$ cat src/rtl/mem_ctrl_pkg.sv
// Shared types and constants for the byte-serial memory controller.
package mem_ctrl_pkg;

  typedef enum logic [1:0] {IDLE, READ, WRITE, DONE} state_t;

  // req_len encodes bytes-1
  localparam logic [1:0] LEN_1B = 2'd0;
  localparam logic [1:0] LEN_2B = 2'd1;
  localparam logic [1:0] LEN_4B = 2'd3;

  localparam logic [1:0] IO_SEL    = 2'b11;
  localparam int         IO_SEL_HI = 17;
  localparam int         IO_SEL_LO = 16;

  // The illegal encoding 2 is promoted to a 4-byte access
  function automatic logic [1:0] eff_len(input logic [1:0] len);
    case (len)
      LEN_1B:  return LEN_1B;
      LEN_2B:  return LEN_2B;
      default: return LEN_4B;
    endcase
  endfunction

endpackage

$ cat src/rtl/mem_ctrl_if.sv
// Requester and RAM/IO bus bundle; master = CPU side, slave = controller.
interface mem_ctrl_if #(
  parameter int NPORTS = 2,
  parameter int ADDR_W = 32
);
  logic [NPORTS-1:0]             req_valid;
  logic [NPORTS-1:0]             req_wr;
  logic [NPORTS-1:0][1:0]        req_len;
  logic [NPORTS-1:0][ADDR_W-1:0] req_addr;
  logic [NPORTS-1:0][31:0]       req_wdata;
  logic [NPORTS-1:0]             resp_valid;
  logic [31:0]                   resp_rdata;
  logic                          busy;
  logic [7:0]                    mem_din;
  logic [7:0]                    mem_dout;
  logic [31:0]                   mem_a;
  logic                          mem_wr;
  logic                          io_buffer_full;

  modport master (
    output req_valid, req_wr, req_len, req_addr, req_wdata, mem_din, io_buffer_full,
    input  resp_valid, resp_rdata, busy, mem_dout, mem_a, mem_wr
  );

  modport slave (
    input  req_valid, req_wr, req_len, req_addr, req_wdata, mem_din, io_buffer_full,
    output resp_valid, resp_rdata, busy, mem_dout, mem_a, mem_wr
  );
endinterface

$ cat src/rtl/mem_ctrl_arb.sv
// Combinational requester arbiter: fixed lowest-index or round-robin after last_grant.
module rr_arbiter #(
  parameter int NPORTS  = 2,
  parameter int RR_MODE = 0,
  parameter int IDX_W   = (NPORTS > 1) ? $clog2(NPORTS) : 1
) (
  input  logic [NPORTS-1:0] req,
  input  logic [NPORTS-1:0] mask,
  input  logic [IDX_W-1:0]  last_grant,
  output logic [NPORTS-1:0] gnt,
  output logic [IDX_W-1:0]  gnt_idx,
  output logic              gnt_vld
);
  logic [NPORTS-1:0] elig;
  assign elig = req & ~mask;

  always_comb begin
    int j;
    j       = 0;
    gnt     = '0;
    gnt_idx = '0;
    gnt_vld = 1'b0;
    if (RR_MODE != 0) begin
      for (int i = 0; i < NPORTS; i++) begin
        j = (int'(last_grant) + 1 + i) % NPORTS;
        if (!gnt_vld && elig[j]) begin
          gnt_vld = 1'b1;
          gnt_idx = IDX_W'(j);
        end
      end
    end else begin
      // descending scan so the lowest index is the last writer
      for (int i = NPORTS - 1; i >= 0; i--) begin
        if (elig[i]) begin
          gnt_vld = 1'b1;
          gnt_idx = IDX_W'(i);
        end
      end
    end
    gnt[gnt_idx] = gnt_vld;
  end
endmodule

$ cat src/rtl/mem_ctrl.sv
// Byte-serial memory controller: arbitrates requesters and splits 1/2/4B accesses into LE bytes.
module mem_ctrl
  import mem_ctrl_pkg::*;
#(
  parameter int NPORTS  = 2,
  parameter int RR_MODE = 0,
  parameter int ADDR_W  = 32
) (
  input  logic       clk_in,
  input  logic       rst_in,
  input  logic       rdy_in,
  mem_ctrl_if.slave  bus
);
  localparam int IDX_W = (NPORTS > 1) ? $clog2(NPORTS) : 1;

  state_t              state_q, state_d;
  logic [2:0]          cnt_q, cnt_d;
  logic [ADDR_W-1:0]   addr_q, addr_d;
  logic [1:0]          len_q, len_d;
  logic [31:0]         wdata_q, wdata_d;
  logic [31:0]         rdata_q, rdata_d;
  logic [NPORTS-1:0]   gnt_q, gnt_d;
  logic [IDX_W-1:0]    last_q, last_d;
  logic                issued_q, issued_d;
  logic [1:0]          idx_q, idx_d;

  logic [NPORTS-1:0]   arb_mask, arb_gnt;
  logic [IDX_W-1:0]    arb_idx;
  logic                arb_vld;
  logic [ADDR_W-1:0]   cur_addr;
  logic                io_stall;
  logic                wr_en;

  rr_arbiter #(.NPORTS(NPORTS), .RR_MODE(RR_MODE), .IDX_W(IDX_W)) u_arb (
    .req        (bus.req_valid),
    .mask       (arb_mask),
    .last_grant (last_q),
    .gnt        (arb_gnt),
    .gnt_idx    (arb_idx),
    .gnt_vld    (arb_vld)
  );

  assign arb_mask = (state_q == DONE) ? gnt_q : '0;
  assign cur_addr = addr_q + ADDR_W'(cnt_q);
  assign io_stall = (cur_addr[IO_SEL_HI:IO_SEL_LO] == IO_SEL) && bus.io_buffer_full;

  always_comb begin
    state_d  = state_q;
    cnt_d    = cnt_q;
    addr_d   = addr_q;
    len_d    = len_q;
    wdata_d  = wdata_q;
    rdata_d  = rdata_q;
    gnt_d    = gnt_q;
    last_d   = last_q;
    idx_d    = idx_q;
    issued_d = 1'b0;
    wr_en    = 1'b0;
    bus.resp_valid = '0;
    bus.resp_rdata = '0;
    bus.mem_a      = '0;
    bus.mem_dout   = '0;
    bus.mem_wr     = 1'b0;
    bus.busy       = (state_q != IDLE);

    // a byte issued last active cycle lands regardless of rdy_in: it is already on the bus
    if (issued_q) rdata_d[{idx_q, 3'b000} +: 8] = bus.mem_din;

    case (state_q)
      IDLE: begin
        if (rdy_in && arb_vld) begin
          gnt_d   = arb_gnt;
          last_d  = arb_idx;
          addr_d  = bus.req_addr[arb_idx];
          len_d   = eff_len(bus.req_len[arb_idx]);
          wdata_d = bus.req_wdata[arb_idx];
          rdata_d = '0;
          cnt_d   = '0;
          state_d = bus.req_wr[arb_idx] ? WRITE : READ;
        end
      end
      READ: begin
        if (cnt_q <= {1'b0, len_q}) begin
          bus.mem_a = 32'(cur_addr);
          if (rdy_in) begin
            issued_d = 1'b1;
            idx_d    = cnt_q[1:0];
            cnt_d    = cnt_q + 3'd1;
          end
        end else if (rdy_in) begin
          state_d = DONE;
        end
      end
      WRITE: begin
        bus.mem_a    = 32'(cur_addr);
        bus.mem_dout = wdata_q[{cnt_q[1:0], 3'b000} +: 8];
        wr_en        = rdy_in && !io_stall;
        bus.mem_wr   = wr_en;
        if (wr_en) begin
          cnt_d = cnt_q + 3'd1;
          if (cnt_q[1:0] == len_q) state_d = DONE;
        end
      end
      DONE: begin
        bus.resp_rdata = rdata_q;
        if (rdy_in) begin
          bus.resp_valid = gnt_q;
          state_d        = IDLE;
        end
      end
      default: state_d = IDLE;
    endcase
  end

  always_ff @(posedge clk_in or negedge rst_in) begin
    if (!rst_in) begin
      state_q  <= IDLE;
      cnt_q    <= '0;
      addr_q   <= '0;
      len_q    <= '0;
      wdata_q  <= '0;
      rdata_q  <= '0;
      gnt_q    <= '0;
      last_q   <= IDX_W'(NPORTS - 1);
      issued_q <= 1'b0;
      idx_q    <= '0;
    end else begin
      state_q  <= state_d;
      cnt_q    <= cnt_d;
      addr_q   <= addr_d;
      len_q    <= len_d;
      wdata_q  <= wdata_d;
      rdata_q  <= rdata_d;
      gnt_q    <= gnt_d;
      last_q   <= last_d;
      issued_q <= issued_d;
      idx_q    <= idx_d;
    end
  end
endmodule

$ cat src/flat_wrapper.sv
// flat-port wrapper written by rule: the top's interface ports become plain ports
module mem_ctrl_flat import mem_ctrl_pkg::*;
#(
  parameter int NPORTS  = 2,
  parameter int RR_MODE = 0,
  parameter int ADDR_W  = 32
)
  (clk_in, rst_in, rdy_in, bus_req_valid, bus_req_wr, bus_req_len, bus_req_addr, bus_req_wdata, bus_mem_din, bus_io_buffer_full, bus_resp_valid, bus_resp_rdata, bus_busy, bus_mem_dout, bus_mem_a, bus_mem_wr);
  mem_ctrl_if #(.NPORTS(NPORTS), .ADDR_W(ADDR_W)) bus_i ();
  input  logic clk_in;
  input  logic rst_in;
  input  logic rdy_in;
  input wire logic [$bits(bus_i.req_valid)-1:0] bus_req_valid;
  input wire logic [$bits(bus_i.req_wr)-1:0] bus_req_wr;
  input wire logic [$bits(bus_i.req_len)-1:0] bus_req_len;
  input wire logic [$bits(bus_i.req_addr)-1:0] bus_req_addr;
  input wire logic [$bits(bus_i.req_wdata)-1:0] bus_req_wdata;
  input wire logic [$bits(bus_i.mem_din)-1:0] bus_mem_din;
  input wire logic [$bits(bus_i.io_buffer_full)-1:0] bus_io_buffer_full;
  output wire logic [$bits(bus_i.resp_valid)-1:0] bus_resp_valid;
  output wire logic [$bits(bus_i.resp_rdata)-1:0] bus_resp_rdata;
  output wire logic [$bits(bus_i.busy)-1:0] bus_busy;
  output wire logic [$bits(bus_i.mem_dout)-1:0] bus_mem_dout;
  output wire logic [$bits(bus_i.mem_a)-1:0] bus_mem_a;
  output wire logic [$bits(bus_i.mem_wr)-1:0] bus_mem_wr;
  assign bus_i.req_valid = bus_req_valid;
  assign bus_i.req_wr = bus_req_wr;
  assign bus_i.req_len = bus_req_len;
  assign bus_i.req_addr = bus_req_addr;
  assign bus_i.req_wdata = bus_req_wdata;
  assign bus_i.mem_din = bus_mem_din;
  assign bus_i.io_buffer_full = bus_io_buffer_full;
  assign bus_resp_valid = bus_i.resp_valid;
  assign bus_resp_rdata = bus_i.resp_rdata;
  assign bus_busy = bus_i.busy;
  assign bus_mem_dout = bus_i.mem_dout;
  assign bus_mem_a = bus_i.mem_a;
  assign bus_mem_wr = bus_i.mem_wr;
  mem_ctrl #(.NPORTS(NPORTS), .RR_MODE(RR_MODE), .ADDR_W(ADDR_W)) u_core (.clk_in(clk_in), .rst_in(rst_in), .rdy_in(rdy_in), .bus(bus_i));
endmodule
$ cat config.mk
export PLATFORM = sky130hd
export DESIGN_NAME = mem_ctrl_flat
export DESIGN_NICKNAME = d
export VERILOG_FILES = /design/src/rtl/mem_ctrl_pkg.sv /design/src/rtl/mem_ctrl_if.sv /design/src/rtl/mem_ctrl_arb.sv /design/src/rtl/mem_ctrl.sv /design/src/flat_wrapper.sv
export SDC_FILE = /design/constraint.sdc
export NUM_CORES = 1
export LEC_CHECK = 0
export ABC_AREA = 1
export CORE_MARGIN = 8
export CORE_UTILIZATION = 51
export CTS_CLUSTER_DIAMETER = 100
export DETAILED_ROUTE_END_ITERATION = 7
export GPL_ROUTABILITY_DRIVEN = 1
export MAX_ROUTING_LAYER = met4
export PLACE_DENSITY = 0.91
export SETUP_SLACK_MARGIN = 0.2
export SYNTH_ARGS = -nofsm -noshare
export SYNTH_HDL_FRONTEND = slang
export SYNTH_HIERARCHICAL = 1
export SYNTH_SLANG_ARGS = --single-unit
$ cat constraint.sdc
create_clock -name clk_in -period 7.9 [get_ports clk_in]
set_input_delay 1.58 -clock clk_in [delete_from_list [all_inputs] [get_ports clk_in]]
set_output_delay 1.58 -clock clk_in [all_outputs]
set_load 0.02 [all_outputs]
* Word-level counts from Yosys, hierarchy flattened *
Index checks and enable logic that the tools add are counted.

word-level totals
  flip-flop bits (word level) = 108
  input bits = 148
  output and inout bits = 76

cells by class
  $add $sub $neg = 3
  $lt $le $gt $ge = 3
  equal/unequal tests = 13
  shift operators = 3
  multiplexer cells = 42
  bitwise logic cells = 3
  reduce and logical (&&, ||, !) cells = 13

operator list
  cell                      count
  $mux W32                  9
  $pmux W32 S2              1
  $add A32 B3 Y32           1
  $bwmux W32                1
  $shift A8 B7 Y32 const A  1
  $shiftx A32 B6 Y8         1
  $shiftx A8 B7 Y32         1
  $mux W2                   12
  $mux W3                   4
  $mux W1                   10
  $pmux W3 S3               1
  $mux W8                   1
  $ne A2 B1 Y1 const B      4
  $pmux W2 S4               1
  $neg A5 Y7                1
  $eq A2 B2 Y1 const B      3
  $ne A2 B2 Y1 const B      3
  $reduce_and A6 Y1         1
  $reduce_and A5 Y1         1
  $and A2 B2 Y2             2
  $eq A2 B1 Y1 const B      2
  $logic_and A1 B1 Y1       4
  $logic_not A2 Y1          2
  $pmux W2 S2               1
  other kinds (12)          12

* Logic depth before layout (Yosys ltp) *
  word-level depth = 11
  depth in mapped cells = 15

* By module *
Netlist, hierarchy kept.

modules (own cells, without submodules)
  module      instances  cells each  area each (µm²)  sequential area each (µm²)
  mem_ctrl    1          970         6,920.4          2,728.9
  rr_arbiter  1          9           40.0             0.0

* Worst setup path after synthesis *
No wires, ideal clock.

  kind = reg-to-output
  from = reg u_core.cnt_q[0]
  to = out bus_mem_a[13]
  data arrival time = 2.336 ns
  data required time = 6.320 ns
  path slack = 3.984 ns
  cell stages (with the launch flop) = 12
  path buffers = 3
  cells stage by stage = dfrtp_1 -> buf_2 -> clkinv_1 -> clkbuf_1 -> ha_1 -> nand2_1 -> o21ai_2 -> nand2_1 -> nand2_1 -> nand2_2 -> buf_2 -> nor3_1

on the way
  cells in the longest elaborated chain, start to end = 3
  elaborated cells between the ends (all ways) = 4
  classes of those cells = add/sub (1); order compare (1); mux (2)

RTL lines
  element                                                 RTL line                        source
  start: declaration                                      mem_ctrl.sv:17                  logic [2:0] cnt_q, cnt_d;
  start signal: assignment                                mem_ctrl.sv:129                 cnt_q <= cnt_d;
  $add A32 B3 Y32 / $le A3 B2 Y1 (equally long branches)  mem_ctrl.sv:44, mem_ctrl.sv:83
  $mux W32                                                mem_ctrl.sv:83                  if (cnt_q <= {1'b0, len_q}) begin
  $pmux W32 S2 *                                          mem_ctrl.sv:69                  case (state_q)
  end: declaration                                        flat_wrapper.sv:24              output wire logic [$bits(bus_i.mem_a)-1:0] bus_mem_a;

Every way passes the cells marked *; elsewhere a longest branch is shown, timed or not.

* Final worst setup path *
  from = reg u_core.cnt_q[0]
  to = out bus_mem_a[14]

Same word-level chain as after synthesis.

==> results.tsv <==
stage	metric	value	unit
placed_design	hpwl	16.5	mm
final_layout	drive_gt1_share	4.45	%
sta	layout_setup_ws	2.25	ns
power	pwr_density_cell	287	nW/µm²
sta	rsz0062_at_grt	no	
floorplan	die_y	133	µm
global_routing	grt_max_degree	104	
sta	setup_viol	0	
detailed_routing	via_per_inst	5.40	
sta	hold_slack	0.480	ns
setup_path	cp_top_family	buffers and inverters	
synth	synth_warnings	6	
placed_design	dp_slack	2.72	ns
sta	finalHoldViolCount	0	
floorplan	core	13200	µm²
floorplan	dieWidth	133	µm
sta	min_period_over_period	71.6	%
setup_path	critPathMaxStageDelay	0.71	ns
placed_design	portBuffers	223	
setup_path	cp_data_arrival_time	4.07	ns
setup_path	r2r-start	u_core/state_q[0]	
setup_path	crit_start	u_core/cnt_q[0]	
floorplan	ios	224	
flow_run	maxCapViolCount	0	
global_routing	grt_pass1_vias	7075	
setup_path	crit_path_end_kind	primary output	
cts	cts_buffers	9	
global_routing	grt_overflow	0	
synth	syn-mean-instance-area	7.10	µm²
global_routing	grtUsageTotal	25.3	%
cts	cts_setup_buffers	0	
setup_path	crit_buf_inv	3	
sta	max_freq	0.177	GHz
sta	maxSlewHeadroom	30.8	%
outcome	status	finished clean	
detailed_routing	wl_per_cell	16.2	µm
setup_path	crit_type	reg -> out	
setup_path	path_cells	clkinv_1 > ha_1 > nand2_1 > o21ai_2 > nand2_1 > nand2_1 > nand2_2 > inv_2 > o21ai_0 > a21oi_1 > clkdlybuf4s50_1	
cts	cts_tree	done	
detailed_routing	ant_nets	0	
cts	cts-hold-fix-buffers	0	
hold_path	holdCritStartpoint	u_core/wdata_q[7]	
power	p_leak	4.50	nW
floorplan	fp-row-count	42	
floorplan	start_util	52.3	%
cts	clk_latency	0.35	ns
floorplan	die-area	17600	µm²
detailed_routing	drt_iter0_drc	598	
global_routing	antenna_found_initial	0	
power	finalPower	0.00273	W
detailed_routing	wl	21.8	mm
sta	final.min_clock_period	5.65	ns
sta	tightest_slew	1.04	ns
placed_design	place_area	9210	µm²
synth	syn_nets	1140	
detailed_routing	drtPass1Iterations	5	
final_layout	nNetsFinal	1329	
sta	skew	0.00515	ns
detailed_routing	vias	7263	
cts	clk_pin_slew_worst_paths	0.07	ns
power	ir_drop	160	µV
setup_path	path_common_cell	nand2_1	
sta	slew_viol_final	0	
cts	clockBufferDepth	2	
sta	tns	0	ns
setup_path	critPathMaxFanout	21	
cts	cts_max_level	3	
cts	clockRootBuffer	clkbuf_16	
synth	netlist_instances	975	
setup_path	crit_path_top_delay_cell	dfrtp_1	
setup_path	startpoint_type	flop	
detailed_routing	drc	0	
synth	synthesis.area	6920	µm²
placed_design	gp_congestion	0.930	
hold_path	min_path_type	reg -> reg	
global_routing	grt_pass1_wl	35.8	mm
final_layout	final_area	9500	µm²
setup_path	critPathRequiredTime	6.32	ns
cts	cts_resized	0	
final_layout	insertedDiodeCount	0	
final_layout	area_delta_synth_final	37.2	%
cts	clkSinkCount	108	
[report_power, final]
part	switching, W	internal, W
clock network	0.000215	0.000228
registers	0.000188	0.000768
logic	0.000834	0.000498
total	0.00124	0.00149
[cell usage in the layout, fill, tap and decap left out, types with 6 or more instances in the layout]
master and instances:
o211ai_1 38, clkdlybuf4s50_1 222, inv_1 168, nor2_1 46, ha_1 16, nand2_2 6
nor2_4 7, nand4_1 26, a32oi_1 8, a21oi_1 67, nand2_1 225, dfrtp_1 108
nand3_1 22, o21ai_0 124, nor3_1 16, clkbuf_16 9
[flip-flops by register name, indices dropped and copies added (netlist names)]
register	count
u_core/idx_q	2
u_core/gnt_q	2
u_core/cnt_q	3
u_core/wdata_q	32
u_core/issued_q	1
u_core/state_q	2
u_core/rdata_q	32
u_core/addr_q	32
u_core/len_q	2
[per-stage QoR]
step                      utilization [%]  instances
final                                71.7       1345
after global routing                 71.7       1345
after CTS                            71.7       1345
after detailed placement             69.5       1329
after global placement               69.5       1329
after floorplan                         -        975
[tightest hold or removal path, cell delays in order (launching register included)]
cell and delay [ns]:
dfrtp_1 0.34, nand2_1 0.05, o21ai_0 0.06
[final cells by class]
| cell class | count | area (µm²) |
|---|---|---|
| Multi-Input combinational cell | 641 | 3360 |
| Inverter | 177 | 664 |
| Timing Repair Buffer | 227 | 2260 |
| Fill cell | 1043 | 3740 |
| Sequential cell | 108 | 2700 |
| Clock buffer | 10 | 239 |
| Clock inverter | 6 | 52.6 |
| Tap cell | 176 | 220 |
[layer usage]
layer,vias up,wire [µm],global-route usage (%)
met3,56,1330,4.92
li1,3540,-,-
met2,320,10700,41.1
met5,-,0,-
met4,0,772,10.7
met1,3347,9030,30.2
[final timing paths]
path                                            to  slack (ns)  cells past startpoint
worst max-delay path                 bus_mem_a[14]        2.25                     11
min in group asynchronous        u_core/addr_q[12]        1.24                      1
max in group asynchronous       u_core/wdata_q[13]        5.48                      2
worst min-delay path             u_core/wdata_q[7]        0.48                      2
worst max register to register     u_core/len_q[0]        4.40                     11
worst min register to register   u_core/wdata_q[7]        0.48                      2
Note: power is estimated with default switching activity, not from simulation.
